<file path="config.mk">
export PLATFORM = sky130hd
export DESIGN_NAME = count_seq_monitor
export DESIGN_NICKNAME = d
export VERILOG_FILES = /design/src/rtl/count_seq_monitor_pkg.sv /design/src/rtl/count_seq_monitor_sat_counter.sv /design/src/rtl/count_seq_monitor.sv
export SDC_FILE = /design/constraint.sdc
export NUM_CORES = 1
export LEC_CHECK = 0
export ABC_CLOCK_PERIOD_IN_PS = 3700
export CORE_ASPECT_RATIO = 0.7
export CORE_MARGIN = 5
export CORE_UTILIZATION = 40
export DETAILED_ROUTE_END_ITERATION = 6
export GPL_TIMING_DRIVEN = 0
export SETUP_SLACK_MARGIN = 0.1
export SYNTH_ARGS = -nofsm -noshare
export SYNTH_HDL_FRONTEND = slang
export SYNTH_HIERARCHICAL = 1
export SYNTH_SLANG_ARGS = --single-unit
</file>
<file path="constraint.sdc">
create_clock -name clk -period 3.7 [get_ports clk]
set_input_delay 0.925 -clock clk [delete_from_list [all_inputs] [get_ports clk]]
set_output_delay 0.925 -clock clk [all_outputs]
set_load 0.02 [all_outputs]
</file>
<file path="src/rtl/count_seq_monitor_pkg.sv">
// ----------------------------------------------------------------------------
// count_seq_monitor_pkg
//
// Shared definitions for the count sequence monitor:
//    state_t          FSM state encoding (IDLE, ACQ, LOCKED, FAULT)
//    DEF_CNT_W        default width of the observed count
//    DEF_WRAP_W       default width of the saturating wrap-around counter
//    DEF_ERR_W        default width of the saturating error counter
//    DEF_ERR_LIMIT    default number of consecutive errors that force FAULT
// ----------------------------------------------------------------------------
package count_seq_monitor_pkg;

   typedef enum logic [1:0] {
      ST_IDLE   = 2'd0,
      ST_ACQ    = 2'd1,
      ST_LOCKED = 2'd2,
      ST_FAULT  = 2'd3
   } state_t;

   localparam int DEF_CNT_W     = 4;
   localparam int DEF_WRAP_W    = 8;
   localparam int DEF_ERR_W     = 8;
   localparam int DEF_ERR_LIMIT = 3;

endpackage

</file>
<file path="src/rtl/count_seq_monitor_sat_counter.sv">
// ----------------------------------------------------------------------------
// sat_counter
//
// Up-counter that sticks at all-ones instead of rolling over.
// Ports:
//    clk   system clock, rising edge
//    rst   synchronous active-high reset, clears the count
//    clr   synchronous soft clear, same effect as rst
//    inc   increment request for this cycle
//    q     current count
// ----------------------------------------------------------------------------
module sat_counter #(
   parameter int WIDTH = 8
) (
   input  logic             clk,
   input  logic             rst,
   input  logic             clr,
   input  logic             inc,
   output logic [WIDTH-1:0] q
);

   logic [WIDTH-1:0] r_count;

   // Clears win over increments; once all-ones is reached further
   // increments are dropped so the count never wraps back to zero.
   always_ff @(posedge clk) begin
      if (rst || clr) begin
         r_count <= '0;
      end else if (inc && (r_count != {WIDTH{1'b1}})) begin
         r_count <= r_count + WIDTH'(1);
      end
   end

   assign q = r_count;

endmodule

</file>
<file path="src/rtl/count_seq_monitor.sv">
// ----------------------------------------------------------------------------
// count_seq_monitor
//
// Watches the output of a free-running up-counter and checks that every
// enabled sample advances by exactly +1 (modulo 2^CNT_W). Counts legal
// wrap-arounds, recognises an upstream restart (jump to zero), counts
// sequence errors and latches a sticky fault after ERR_LIMIT consecutive
// errors. Purely observational.
//
// Ports:
//    clk            system clock, rising edge
//    rst            synchronous active-high reset (highest priority)
//    clr            synchronous soft clear, same effect as rst
//    cnt_en         count_in is valid this cycle
//    count_in       counter value under observation
//    locked         high while in LOCKED
//    fault          high while in FAULT, sticky until rst/clr
//    wrap_pulse     one-cycle pulse on a legal max->0 step
//    restart_pulse  one-cycle pulse on a detected upstream restart
//    err_pulse      one-cycle pulse on a sequence error
//    wrap_cnt       saturating count of wrap-arounds since clear
//    err_cnt        saturating count of sequence errors since clear
// ----------------------------------------------------------------------------
module count_seq_monitor
   import count_seq_monitor_pkg::*;
#(
   parameter int CNT_W     = DEF_CNT_W,
   parameter int WRAP_W    = DEF_WRAP_W,
   parameter int ERR_W     = DEF_ERR_W,
   parameter int ERR_LIMIT = DEF_ERR_LIMIT
) (
   input  logic              clk,
   input  logic              rst,
   input  logic              clr,
   input  logic              cnt_en,
   input  logic [CNT_W-1:0]  count_in,
   output logic              locked,
   output logic              fault,
   output logic              wrap_pulse,
   output logic              restart_pulse,
   output logic              err_pulse,
   output logic [WRAP_W-1:0] wrap_cnt,
   output logic [ERR_W-1:0]  err_cnt
);

   localparam logic [CNT_W-1:0] MAX_COUNT   = {CNT_W{1'b1}};
   localparam logic [3:0]       LIMIT_COUNT = 4'(ERR_LIMIT);

   state_t           r_state;
   logic [CNT_W-1:0] r_prevCount;
   logic [3:0]       r_consec;
   logic             r_locked;
   logic             r_fault;
   logic             r_wrapPulse;
   logic             r_restartPulse;
   logic             r_errPulse;

   logic [CNT_W-1:0] w_expCount;
   logic             w_match;
   logic             w_prevMax;
   logic             w_isZero;
   logic             w_tracking;
   logic             w_wrapInc;
   logic             w_restartEv;
   logic             w_errInc;
   logic [3:0]       w_consecNext;

   // Sample classification. A zero after max is a legal wrap, so only a
   // zero that does not follow max counts as an upstream restart.
   assign w_expCount   = r_prevCount + CNT_W'(1);
   assign w_match      = (count_in == w_expCount);
   assign w_prevMax    = (r_prevCount == MAX_COUNT);
   assign w_isZero     = (count_in == '0);
   assign w_tracking   = (r_state == ST_ACQ) || (r_state == ST_LOCKED);
   assign w_wrapInc    = cnt_en && w_tracking && w_match && w_prevMax;
   assign w_restartEv  = cnt_en && (r_state == ST_LOCKED) && !w_match
                         && w_isZero && !w_prevMax;
   assign w_errInc     = cnt_en && (r_state == ST_LOCKED) && !w_match
                         && !w_restartEv;
   assign w_consecNext = r_consec + 4'd1;

   // Single FSM block: state, previous sample, consecutive-error tracking
   // and all registered flag/pulse outputs. The pulses mirror the counter
   // increment strobes one edge later so they line up with the counts.
   always_ff @(posedge clk) begin
      if (rst || clr) begin
         r_state        <= ST_IDLE;
         r_prevCount    <= '0;
         r_consec       <= '0;
         r_locked       <= 1'b0;
         r_fault        <= 1'b0;
         r_wrapPulse    <= 1'b0;
         r_restartPulse <= 1'b0;
         r_errPulse     <= 1'b0;
      end else begin
         r_wrapPulse    <= w_wrapInc;
         r_restartPulse <= w_restartEv;
         r_errPulse     <= w_errInc;

         // FAULT freezes the last sample for post-mortem inspection.
         if (cnt_en && (r_state != ST_FAULT)) begin
            r_prevCount <= count_in;
         end

         case (r_state)
            ST_IDLE: begin
               if (cnt_en) begin
                  r_state <= ST_ACQ;
               end
            end
            ST_ACQ: begin
               if (cnt_en && w_match) begin
                  r_state  <= ST_LOCKED;
                  r_locked <= 1'b1;
               end
            end
            ST_LOCKED: begin
               if (cnt_en) begin
                  if (w_match) begin
                     r_consec <= '0;
                  end else if (w_restartEv) begin
                     r_consec <= '0;
                     r_state  <= ST_ACQ;
                     r_locked <= 1'b0;
                  end else begin
                     r_consec <= w_consecNext;
                     if (w_consecNext == LIMIT_COUNT) begin
                        r_state  <= ST_FAULT;
                        r_locked <= 1'b0;
                        r_fault  <= 1'b1;
                     end
                  end
               end
            end
            ST_FAULT: begin
               r_state <= ST_FAULT;
            end
            default: begin
               r_state <= ST_IDLE;
            end
         endcase
      end
   end

   sat_counter #(
      .WIDTH (WRAP_W)
   ) u_wrapCounter (
      .clk (clk),
      .rst (rst),
      .clr (clr),
      .inc (w_wrapInc),
      .q   (wrap_cnt)
   );

   sat_counter #(
      .WIDTH (ERR_W)
   ) u_errCounter (
      .clk (clk),
      .rst (rst),
      .clr (clr),
      .inc (w_errInc),
      .q   (err_cnt)
   );

   assign locked        = r_locked;
   assign fault         = r_fault;
   assign wrap_pulse    = r_wrapPulse;
   assign restart_pulse = r_restartPulse;
   assign err_pulse     = r_errPulse;

endmodule

</file>
-- Word level (Yosys, flattened, before mapping)
Index checks and enable logic that the tools add are counted.
- register bits after elaboration: 31
- logic and storage cells: 69
- bits of input ports: 8
- output and inout bits: 21
- equal/unequal tests: 14
- multiplexer cells: 15
- bitwise gates (word level): 2
- reductions and logical operators: 24
- add/subtract/negate cells: 4
- operator list (cell ; number):
    8-bit by 1-bit adder with 8-bit output, second input constant ; 2
    8-bit != test, second input constant ; 2
    5-bit AND reduction ; 3
    1-bit logical AND ; 12
    2-bit 2-to-1 mux ; 6
    4-bit by 1-bit adder with 4-bit output, second input constant ; 2
    4-bit 2-to-1 mux ; 2
    2-bit != test, second input constant ; 4
    2-bit one-hot mux with 4 select lines ; 1
    1-bit 2-to-1 mux ; 5
    2-bit equality test, second input constant ; 2
    4-bit by 2-bit equality test with 1-bit output, second input constant ; 1
    4-bit equality test ; 1
    4-bit equality test, second input constant ; 1
    4-bit logical NOT ; 1
    1-bit logical NOT ; 3
    3-bit by 2-bit != test with 1-bit output, second input constant ; 1
    2-bit by 1-bit equality test with 1-bit output, second input constant ; 1
    2-bit logical NOT ; 1
    1-bit logical OR ; 2
    2-bit by 1-bit != test with 1-bit output, second input constant ; 1
    1-bit NOT ; 2
    1-bit one-hot mux with 2 select lines ; 1
    2-bit AND reduction ; 1
    2-bit nonzero test ; 1

-- Depth between registers and ports, before layout
Gate-level depths: netlist of the first run.
- depth in word-level cells: 10
- mapped depth: 10
- gate-level depth less buffers: 10

-- Cells and area by module
The synthesis of the first run kept the hierarchy.
- modules (own cells, without submodules) (module ; area each (µm²) ; sequential area each (µm²) ; instances ; cells an instance):
    count_seq_monitor ; 915.9 ; 300.3 ; 1 ; 104
    sat_counter ; 421.7 ; 160.2 ; 2 ; 48

-- Least setup slack after synthesis of the first run
Ideal clock, no wire load.
- kind: in2reg
- start: input count_in[2]
- end: register u_wrapCounter.r_count[6], in the netlist u_wrapCounter/q[6]
- stages: 7
- path slack: 1.146 ns
- setup time: 0.115 ns
- path buffers: 0
- required time: 3.585 ns
- arrival time: 2.439 ns
- path through: xor3_1 nor3_2 nand3_1 nor2_1 nand3_1 or4_1 and3_1
- word-level cells in the longest chain between the ends: 4
- ends and longest elaborated chain (item ; line ; RTL):
    start, declared ; count_seq_monitor.sv:36 ; input logic [CNT_W-1:0] count_in,
    4-bit equality test ; count_seq_monitor.sv:71 ; assign w_match = (count_in == w_expCount);
    1-bit logical AND (2 in series) ; count_seq_monitor.sv:75 ; assign w_wrapInc = cnt_en && w_tracking && w_match && w_prevMax;
    net w_wrapInc ; count_seq_monitor.sv:63 ; logic w_wrapInc;
    1-bit logical AND ; count_seq_monitor_sat_counter.sv:29 ; end else if (inc && (r_count != {WIDTH{1'b1}})) begin
    end signal, assigned ; count_seq_monitor_sat_counter.sv:30 ; r_count <= r_count + WIDTH'(1);
    end, declared ; count_seq_monitor_sat_counter.sv:22 ; logic [WIDTH-1:0] r_count;
The timed path passes the listed nets, and every way through them passes these cells.
A chain may end at the register's enable or synchronous reset.

-- Worst setup path in the final report of the first run
- start: input count_in[2]
- end: register u_wrapCounter.r_count[3], in the netlist u_wrapCounter/q[3]
Same word-level chain as after synthesis.

==> flow_summary_export.csv, run 1 <==
group,metric,value,unit
status,status,"completed",
clock_tree,cts_resized,0,
setup_path,crit_path_max_fanout,5,
synth,synth_area_leaders,"dfxtp_1, mux2i_1, ha_1",
synth,synthAdderAreaFrac,6.40,%
synth,postSynthAreaPerCell,8.80,um^2
routing,wl,3890,um
clock_tree,cts.htree.levels,2,
grt,grt_pass1_wl,6760,um
placed_design,io_buffers,28,
grt,first_global_vias,1427,
synth,synth_cells,200,
timing,setup_tns,0,ps
synth,synth_top_area_share,35.3,%
job,drv_cap,0,
timing,slew_viol_final,0,
synth,synth.distinct_cells,50,
clock_tree,clkTransAtPathRegs,70,ps
timing,period_share,82.4,%
synth,yosysTopAreaCell,"dfxtp_1",
clock_tree,cts_hold_buf,0,
synth,synthSimpleGateAreaFrac,31.2,%
power,power,0.000746,W
die,design.core.area,4300,um^2
die,io_pins,29,
routing,dr_wl_met3,208,um
synth,synthArstFlopShare,0,%
final_layout,drive_above_1_share,12.7,%
synth,synth_edf_count,0,
setup_path,path_class,"in -> reg",
routing,drt_iter0_drc,96,
synth,synth_nets,217,
power,ir_worst_vdd,0.000290,V
grt,overflow,0,
clock_tree,insertion_delay,290,ps
final_layout,area_growth,26.5,%
timing,fin_worst_skew,6.81,ps
clock_tree,cts_tree,"done",
clock_tree,cts_buffer_depth,2,
synth,synthFlopType,"dfxtp_1",
timing,worst_slew_pin_slew,566,ps
routing,vias,1558,
setup_path,critPathRequiredTime,3920,ps
clock_tree,cts_buffers,5,
timing,fin_hold_ws,484,ps
timing,hold_viol,0,
routing,first_pass_iters,4,
synth,yosys_warnings,6,
synth,synth_compound_area_share,14.2,%
routing,dr_wl_met2,1510,um
die,initial_utilization,40.9,%
setup_path,cp-end-kind,"flop",
timing,timing.fmax,328,MHz
routing,routedWlPerCell,13.4,um
clock_tree,cts_root_buf,"clkbuf_8",
timing,setup_viol,0,
synth,synth_top_family_by_area,"simple AND/OR/NAND/NOR gates",
synth,syn-cell-area,1760,um^2
timing,rsz0062_at_grt,"false",
grt,track_usage,15.0,%
routing,viasPerCell,5.35,
power,leakagePower,0.813,nW
synth,yosysMostFrequentCell,"dfxtp_1",
setup_path,arrival,3270,ps
routing,wl_met1,2120,um
setup_path,rrSetupSlack,1290,ps
clock_tree,post_cts_buffers,0,
timing,relSlewSlack,62.2,%
die,die_h,65.5,um
final_layout,fin_nets,252,
routing,ant_nets,0,
die,num_rows,20,
grt,grt_max_degree,13,
synth,synth-seq-area-share,35.3,%
final_layout,stdcell_count,291,
synth,synthMuxAreaShare,6.83,%
synth,ys_seq_elements,31,
placed_design,gp_congestion,0.825,
grt,antenna_found_initial,0,
placed_design,dp_cells,283,
power,p_per_area,335,nW/um^2
clock_tree,cts_sinks,31,
synth,synthTopCellsByCount,"dfxtp_1, nand2_1, nor2_1",
die,die_w,89.3,um
placed_design,place_hpwl,2830,um
synth,synth_xor_area_share,3.34,%
die,dieArea,5850,um^2
setup_path,worst_setup_path_start_kind,"primary input",
hold_path,hold_path_class,"reg -> reg",
routing,routed.top_layer,"met4",
final_layout,antenna_cells,0,
timing,fin_crit,3050,ps
routing,drc,0,
-- path summary, 6_finish.rpt --
path,start,to,depth (start not counted)
worst max-delay path,count_in[2],u_wrapCounter/q[3],8
worst min-delay path,fault,fault,2
worst max register to register,r_prevCount[0],u_wrapCounter/q[3],8
worst min register to register,fault,fault,2
-- power by group --
| part | internal, W | switching, W |
|---|---|---|
| clock | 0.000218 | 0.000134 |
| combinational | 0.0000240 | 0.0000299 |
| sequential | 0.000336 | 0.00000370 |
-- per-layer routing --
metal | track usage (%) | vias to the layer above
met3 | 5.14 | 6
li1 | - | 805
met4 | 5.58 | 0
met1 | 22.0 | 714
met2 | 19.9 | 33
met5 | 0 | -
-- cell type report --
type / count / area (um^2)
inverters: 6 / 27.5
flip-flops and latches: 31 / 621
fillers: 413 / 2080
well taps: 55 / 68.8
multi-input cells: 158 / 1090
clock inverters: 2 / 35.0
plain buffers: 5 / 21.3
repair buffers: 28 / 280
clock buffers: 6 / 82.6
-- kinds of logic after synthesis --
group / after synthesis
adders and majority gates: 9
xor gates and xnor gates: 5
AOI/OAI and AO/OA: 36
and+or+nand+nor: 96
muxes: 12
buffers and inverters: 11
DFF: 31
-- cell usage in the layout, fill, tap and decap left out, types with 3 or more instances in the layout --
cell / Yosys / final
and3_1: 5 / 5
and3b_1: 4 / 4
clkbuf_8: 0 / 6
nand3_1: 13 / 13
nor3_1: 3 / 3
a21oi_1: 13 / 13
or3_1: 5 / 5
nand4_1: 5 / 5
nand2_1: 22 / 22
ha_1: 9 / 9
xnor2_1: 3 / 3
dfxtp_1: 31 / 31
clkdlybuf4s50_1: 0 / 28
o21ai_0: 5 / 5
nor2_1: 14 / 14
inv_1: 5 / 5
mux2i_1: 12 / 12
nor4_1: 5 / 5
-- flip-flops by register name (all words and copies together), names as in the netlist, 2 cells and up --
register and cells:
u_errCounter/q 8, r_consec 4, r_state 2, r_prevCount 4, u_wrapCounter/q 8
-- critical path: stages --
cell and delay, ps:
clkdlybuf4s50_1 540, xor3_1 340, nor3_2 150, nand3_1 180, nor2_1 310, and4_1 320
a21boi_0 290, mux2i_1 210
-- metrics by stage --
step / worst slack (ps) / area [um^2] / utilization [%]
after floorplan: 1150 / 1760 / -
after global placement: 356 / 2110 / 49.0
after detailed placement: 378 / 2110 / 49.0
after CTS: 669 / 2230 / 51.7
after global routing: 487 / 2230 / 51.7
final: 650 / 2230 / 51.7
(Power assumes the default switching activity.)
==> run 2: changes to the inputs <==
ABC_CLOCK_PERIOD_IN_PS = 2600   (was 3700)
PLACE_DENSITY = 0.65   (was not set)
clock period = 2.6 ns   (was 3.7 ns; I/O delays follow)
==> flow_summary_export.csv, run 2 (synthesis gave the netlist of run 1 again) <==
group,metric,value,unit
status,status,"completed",
timing,rsz0062_at_grt,"false",
final_layout,area_growth,28.2,%
job,drv_cap,0,
timing,setup_viol,0,
timing,final.setup.worst_slack,271,ps
placed_design,place_hpwl,2830,um
hold_path,hold_end,"fault",
setup_path,r2r-end,"u_errCounter/q[6]",
clock_tree,cts_hold_buf,0,
timing,timing.fmax,429,MHz
setup_path,cp_slowest_cell,"or4_1",
routing,vias,1589,
final_layout,final_common_cell,"dfxtp_1",
clock_tree,cts_buffer_depth,2,
clock_tree,clkTransAtPathRegs,70,ps
setup_path,worst_setup_path_start_kind,"primary input",
die,num_rows,20,
routing,routedWlPerCell,13.3,um
power,power,0.000983,W
grt,antenna_found_initial,0,
timing,relSlewSlack,61.8,%
setup_path,crit_chain,"dlygate4sd2_1, xor3_1, nor3_2, nand3_2, nor2_4, nand3_1, or4_1, and3_1",
setup_path,arrival,2500,ps
timing,hold_viol,0,
final_layout,layout_common_cells,"dfxtp_1, clkdlybuf4s50_1, nand2_1",
final_layout,n_fill_cell,420,
die,die_h,65.5,um
setup_path,cp-end-kind,"flop",
setup_path,path_class,"in -> reg",
hold_path,whs_path_depth,2,
setup_path,rrSetupSlack,360,ps
grt,grt_pass1_wl,6560,um
final_layout,postLayoutCellArea,2250,um^2
die,design.core.area,4300,um^2
die,initial_utilization,40.9,%
setup_path,critPathMaxStageDelay,410,ps
placed_design,dp_cells,283,
hold_path,worstHoldStart,"fault",
routing,dr_wl_met2,1580,um
clock_tree,cts_tree,"done",
timing,fin_crit,2330,ps
timing,fin_worst_skew,9.23,ps
timing,fin_hold_ws,482,ps
clock_tree,insertion_delay,280,ps
final_layout,antenna_cells,0,
placed_design,pre_cts_slack,-449,ps
timing,worst_slew_pin_slew,573,ps
final_layout,fin_nets,254,
die,dieArea,5850,um^2
routing,dr_wl_met3,198,um
power,leakagePower,0.847,nW
clock_tree,cts.htree.levels,2,
grt,overflow,0,
clock_tree,cts_sinks,31,
power,ir_worst_vdd,0.000235,V
power,p_per_area,436,nW/um^2
die,die_w,89.3,um
routing,ant_nets,0,
placed_design,gp_congestion,0.805,
timing,slew_viol_final,0,
routing,routed.top_layer,"met4",
timing,period_share,89.6,%
routing,wl_met1,2080,um
clock_tree,cts_buffers,5,
routing,first_pass_iters,4,
grt,track_usage,14.3,%
clock_tree,cts_root_buf,"clkbuf_8",
routing,viasPerCell,5.42,
die,io_pins,29,
routing,drt_iter0_drc,116,
setup_path,r2r_cells,10,
setup_path,critPathRequiredTime,2780,ps
final_layout,stdcell_count,293,
final_layout,drive_above_1_share,15.5,%
grt,first_global_vias,1386,
routing,wl,3890,um
placed_design,placed_cell_area,2110,um^2
grt,grt_max_degree,13,
routing,drc,0,
setup_path,timing.rr.start,"r_prevCount[0]",
placed_design,io_buffers,28,
hold_path,hold_path_class,"reg -> reg",
setup_path,crit_path_max_fanout,5,
-- run 2: changes by cell type in the layout (fill, tap and decap cells not counted), moves of 2 or more --
cell and delta:
clkdlybuf4s50_1 -4, dlymetal6s2s_1 +3, a21boi_0 -2, buf_4 +2
-- run 2: through the flow --
stage,TNS (ps),util (%)
finish,0,52.4
global route,0,52.4
CTS,0,52.1
detailed placement,-3090,49.0
global placement,-3010,49.0
floorplan,0,-
-- run 2: worst max-delay path by stage --
| stage | from | to |
|---|---|---|
| 2_1_floorplan | count_in[2] | u_wrapCounter/q[6] |
| 3_3_place_gp | count_in[2] | u_wrapCounter/q[3] |
| 3_5_place_dp | count_in[2] | u_wrapCounter/q[3] |
| 4_1_cts | count_in[3] | u_errCounter/q[6] |
| 5_1_grt | count_in[2] | u_errCounter/q[7] |
| 6_report | count_in[2] | u_wrapCounter/q[6] |
-- run 2: layer usage --
layer,global-route usage [%],vias to the layer above
li1,-,813
met1,21.2,746
met2,19.4,25
met3,5.01,5
met4,3.35,0
met5,0,-
-- run 2: critical path: cells and delay by family --
family,cells,cell delay (ps)
simple gates,6,1200
xor+xnor,1,370
buf+inv,1,280
-- run 2: repair_timing --
item | 4_1_cts | 5_1_grt
pin swaps | 4 | 2
setup buffers | 2 | 0
gates resized for setup | 8 | 5
endpoints found under the setup margin | 8 | 5
-- run 2: cell type report --
class	count	area [um^2]	area share [%]
well taps	55	68.8	3.05
clock buffers	8	100	4.44
flip-flops and latches	31	621	27.5
inverters	6	27.5	1.22
repair buffers	30	302	13.4
plain buffers	5	21.3	0.943
multi-input cells	158	1110	49.4
-- run 2: power by group --
part | total, W | internal (W) | switching, W
clock | 0.000421 | 0.000242 | 0.000179
sequential | 0.000484 | 0.000479 | 0.00000502
combinational | 0.0000786 | 0.0000347 | 0.0000439
total | 0.000983 | 0.000755 | 0.000228
==> run 3: changes to the inputs <==
CORE_ASPECT_RATIO = not set   (was 0.7)
CORE_MARGIN = 2   (was 5)
SETUP_SLACK_MARGIN = 0.05   (was 0.1)
==> flow_summary_export.csv, run 3 (synthesis gave the netlist of run 1 again) <==
group,metric,value,unit
power,p_per_area,464,nW/um^2
setup_path,critPathMaxStageDelay,510,ps
placed_design,pre_cts_slack,-432,ps
placed_design,io_buffers,28,
hold_path,hold_path_class,"reg -> reg",
routing,vias,1538,
setup_path,critPathLaunch,"count_in[0]",
die,die_h,70.3,um
placed_design,gp_congestion,0.829,
clock_tree,cts.htree.levels,2,
final_layout,n_fill_cell,422,
clock_tree,cts_buffer_depth,2,
timing,fin_worst_skew,6.94,ps
power,leakagePower,0.858,nW
clock_tree,cts_buffers,5,
timing,hold_viol,0,
timing,relSlewSlack,62.4,%
timing,final.setup.worst_slack,183,ps
final_layout,antenna_cells,0,
setup_path,arrival,2600,ps
status,status,"completed",
timing,period_share,93.0,%
timing,rsz0062_at_grt,"false",
placed_design,placed_cell_area,2100,um^2
routing,drt_iter0_drc,76,
final_layout,layout_common_cells,"dfxtp_1, clkdlybuf4s50_1, nand2_1",
clock_tree,cts_tree,"done",
timing,timing.fmax,414,MHz
final_layout,postLayoutCellArea,2270,um^2
setup_path,cp-end-kind,"flop",
clock_tree,cts_sinks,31,
grt,grt_max_degree,13,
clock_tree,cts_root_buf,"clkbuf_8",
setup_path,rrSetupSlack,380,ps
setup_path,r2r-end,"u_errCounter/q[6]",
setup_path,crit_path_max_fanout,7,
timing,fin_crit,2420,ps
setup_path,crit_chain,"clkdlybuf4s50_1, xnor2_1, nor3_2, and2_4, nor2_4, nand3_4, clkinv_4, nand3_1, or4_1, and3_1",
timing,worst_slew_pin_slew,564,ps
power,power,0.00105,W
routing,ant_nets,0,
job,drv_cap,0,
setup_path,timing.rr.start,"r_prevCount[0]",
routing,viasPerCell,5.29,
die,design.core.area,4290,um^2
die,num_rows,24,
setup_path,critPathRequiredTime,2780,ps
final_layout,fin_nets,255,
grt,track_usage,16.6,%
final_layout,area_growth,29.0,%
die,initial_utilization,41.0,%
grt,overflow,0,
clock_tree,insertion_delay,280,ps
routing,routedWlPerCell,12.9,um
setup_path,worst_setup_path_start_kind,"primary input",
setup_path,path_class,"in -> reg",
routing,wl,3750,um
setup_path,r2r_cells,10,
timing,setup_viol,0,
setup_path,cp-endpoint,"u_errCounter/q[6]",
setup_path,cp_slowest_cell,"clkdlybuf4s50_1",
die,die_w,70.3,um
grt,antenna_found_initial,0,
final_layout,final_util,52.9,%
clock_tree,clkTransAtPathRegs,70,ps
final_layout,drive_above_1_share,15.5,%
routing,first_pass_iters,4,
grt,first_global_vias,1461,
final_layout,final_common_cell,"dfxtp_1",
power,ir_worst_vdd,0.000210,V
timing,slew_viol_final,0,
grt,grt_pass1_wl,6580,um
die,dieArea,4940,um^2
placed_design,place_hpwl,2760,um
die,io_pins,29,
routing,drc,0,
timing,setup_tns,0,ps
run 3: layout make-up:
class,count,area [um^2],area share [%]
inverter,6,27.5,1.21
tap,52,65.1,2.87
multi-input combinational,158,1110,48.8
buffer,5,21.3,0.937
sequential,31,621,27.3
clock inverter,2,35.0,1.54
timing repair buffer,31,310,13.7
clock buffer,6,82.6,3.64
run 3: repair_timing:
item | 4_1_cts | 5_1_grt
hold buffers | 0 | 0
buffers inserted | 3 | 0
gates resized for setup | 5 | 4
pin swaps | 2 | 2
setup endpoints to repair | 5 | 6
run 3: worst min-delay path by stage:
stage	endpoint	startpoint	depth (start not counted)	slack, ps
floorplan	r_prevCount[1]	r_prevCount[1]	2	490
global placement	fault	fault	2	460
detailed placement	fault	fault	2	460
CTS	fault	fault	2	480
global route	fault	fault	2	530
finish	fault	fault	2	470
run 3: routing by layer:
layer	global-route usage (%)	vias to the layer above	share of wire (%)
li1	-	811	-
met1	20.7	703	48
met2	26.2	22	48
met3	5.19	2	3.0
met4	6.84	0	0.56
met5	0	-	0
run 3: metrics by stage:
| stage | hold WS [ps] | std cells |
|---|---|---|
| after floorplan | 487 | 200 |
| after global placement | 458 | 280 |
| after detailed placement | 463 | 280 |
| after CTS | 478 | 291 |
| after global routing | 534 | 291 |
| final | 471 | 291 |
run 3: critical path, delay by kind of cell:
family	cells	cell delay, ps
xor gates and xnor gates	1	150
buffers and inverters	2	610
and+or+nand+nor	7	1170
run 3: power by group:
part / switching [W] / internal, W / total, W
Clock: 0.000182 / 0.000310 / 0.000492
Sequential: 0.00000509 / 0.000479 / 0.000484
Combinational: 0.0000431 / 0.0000350 / 0.0000782
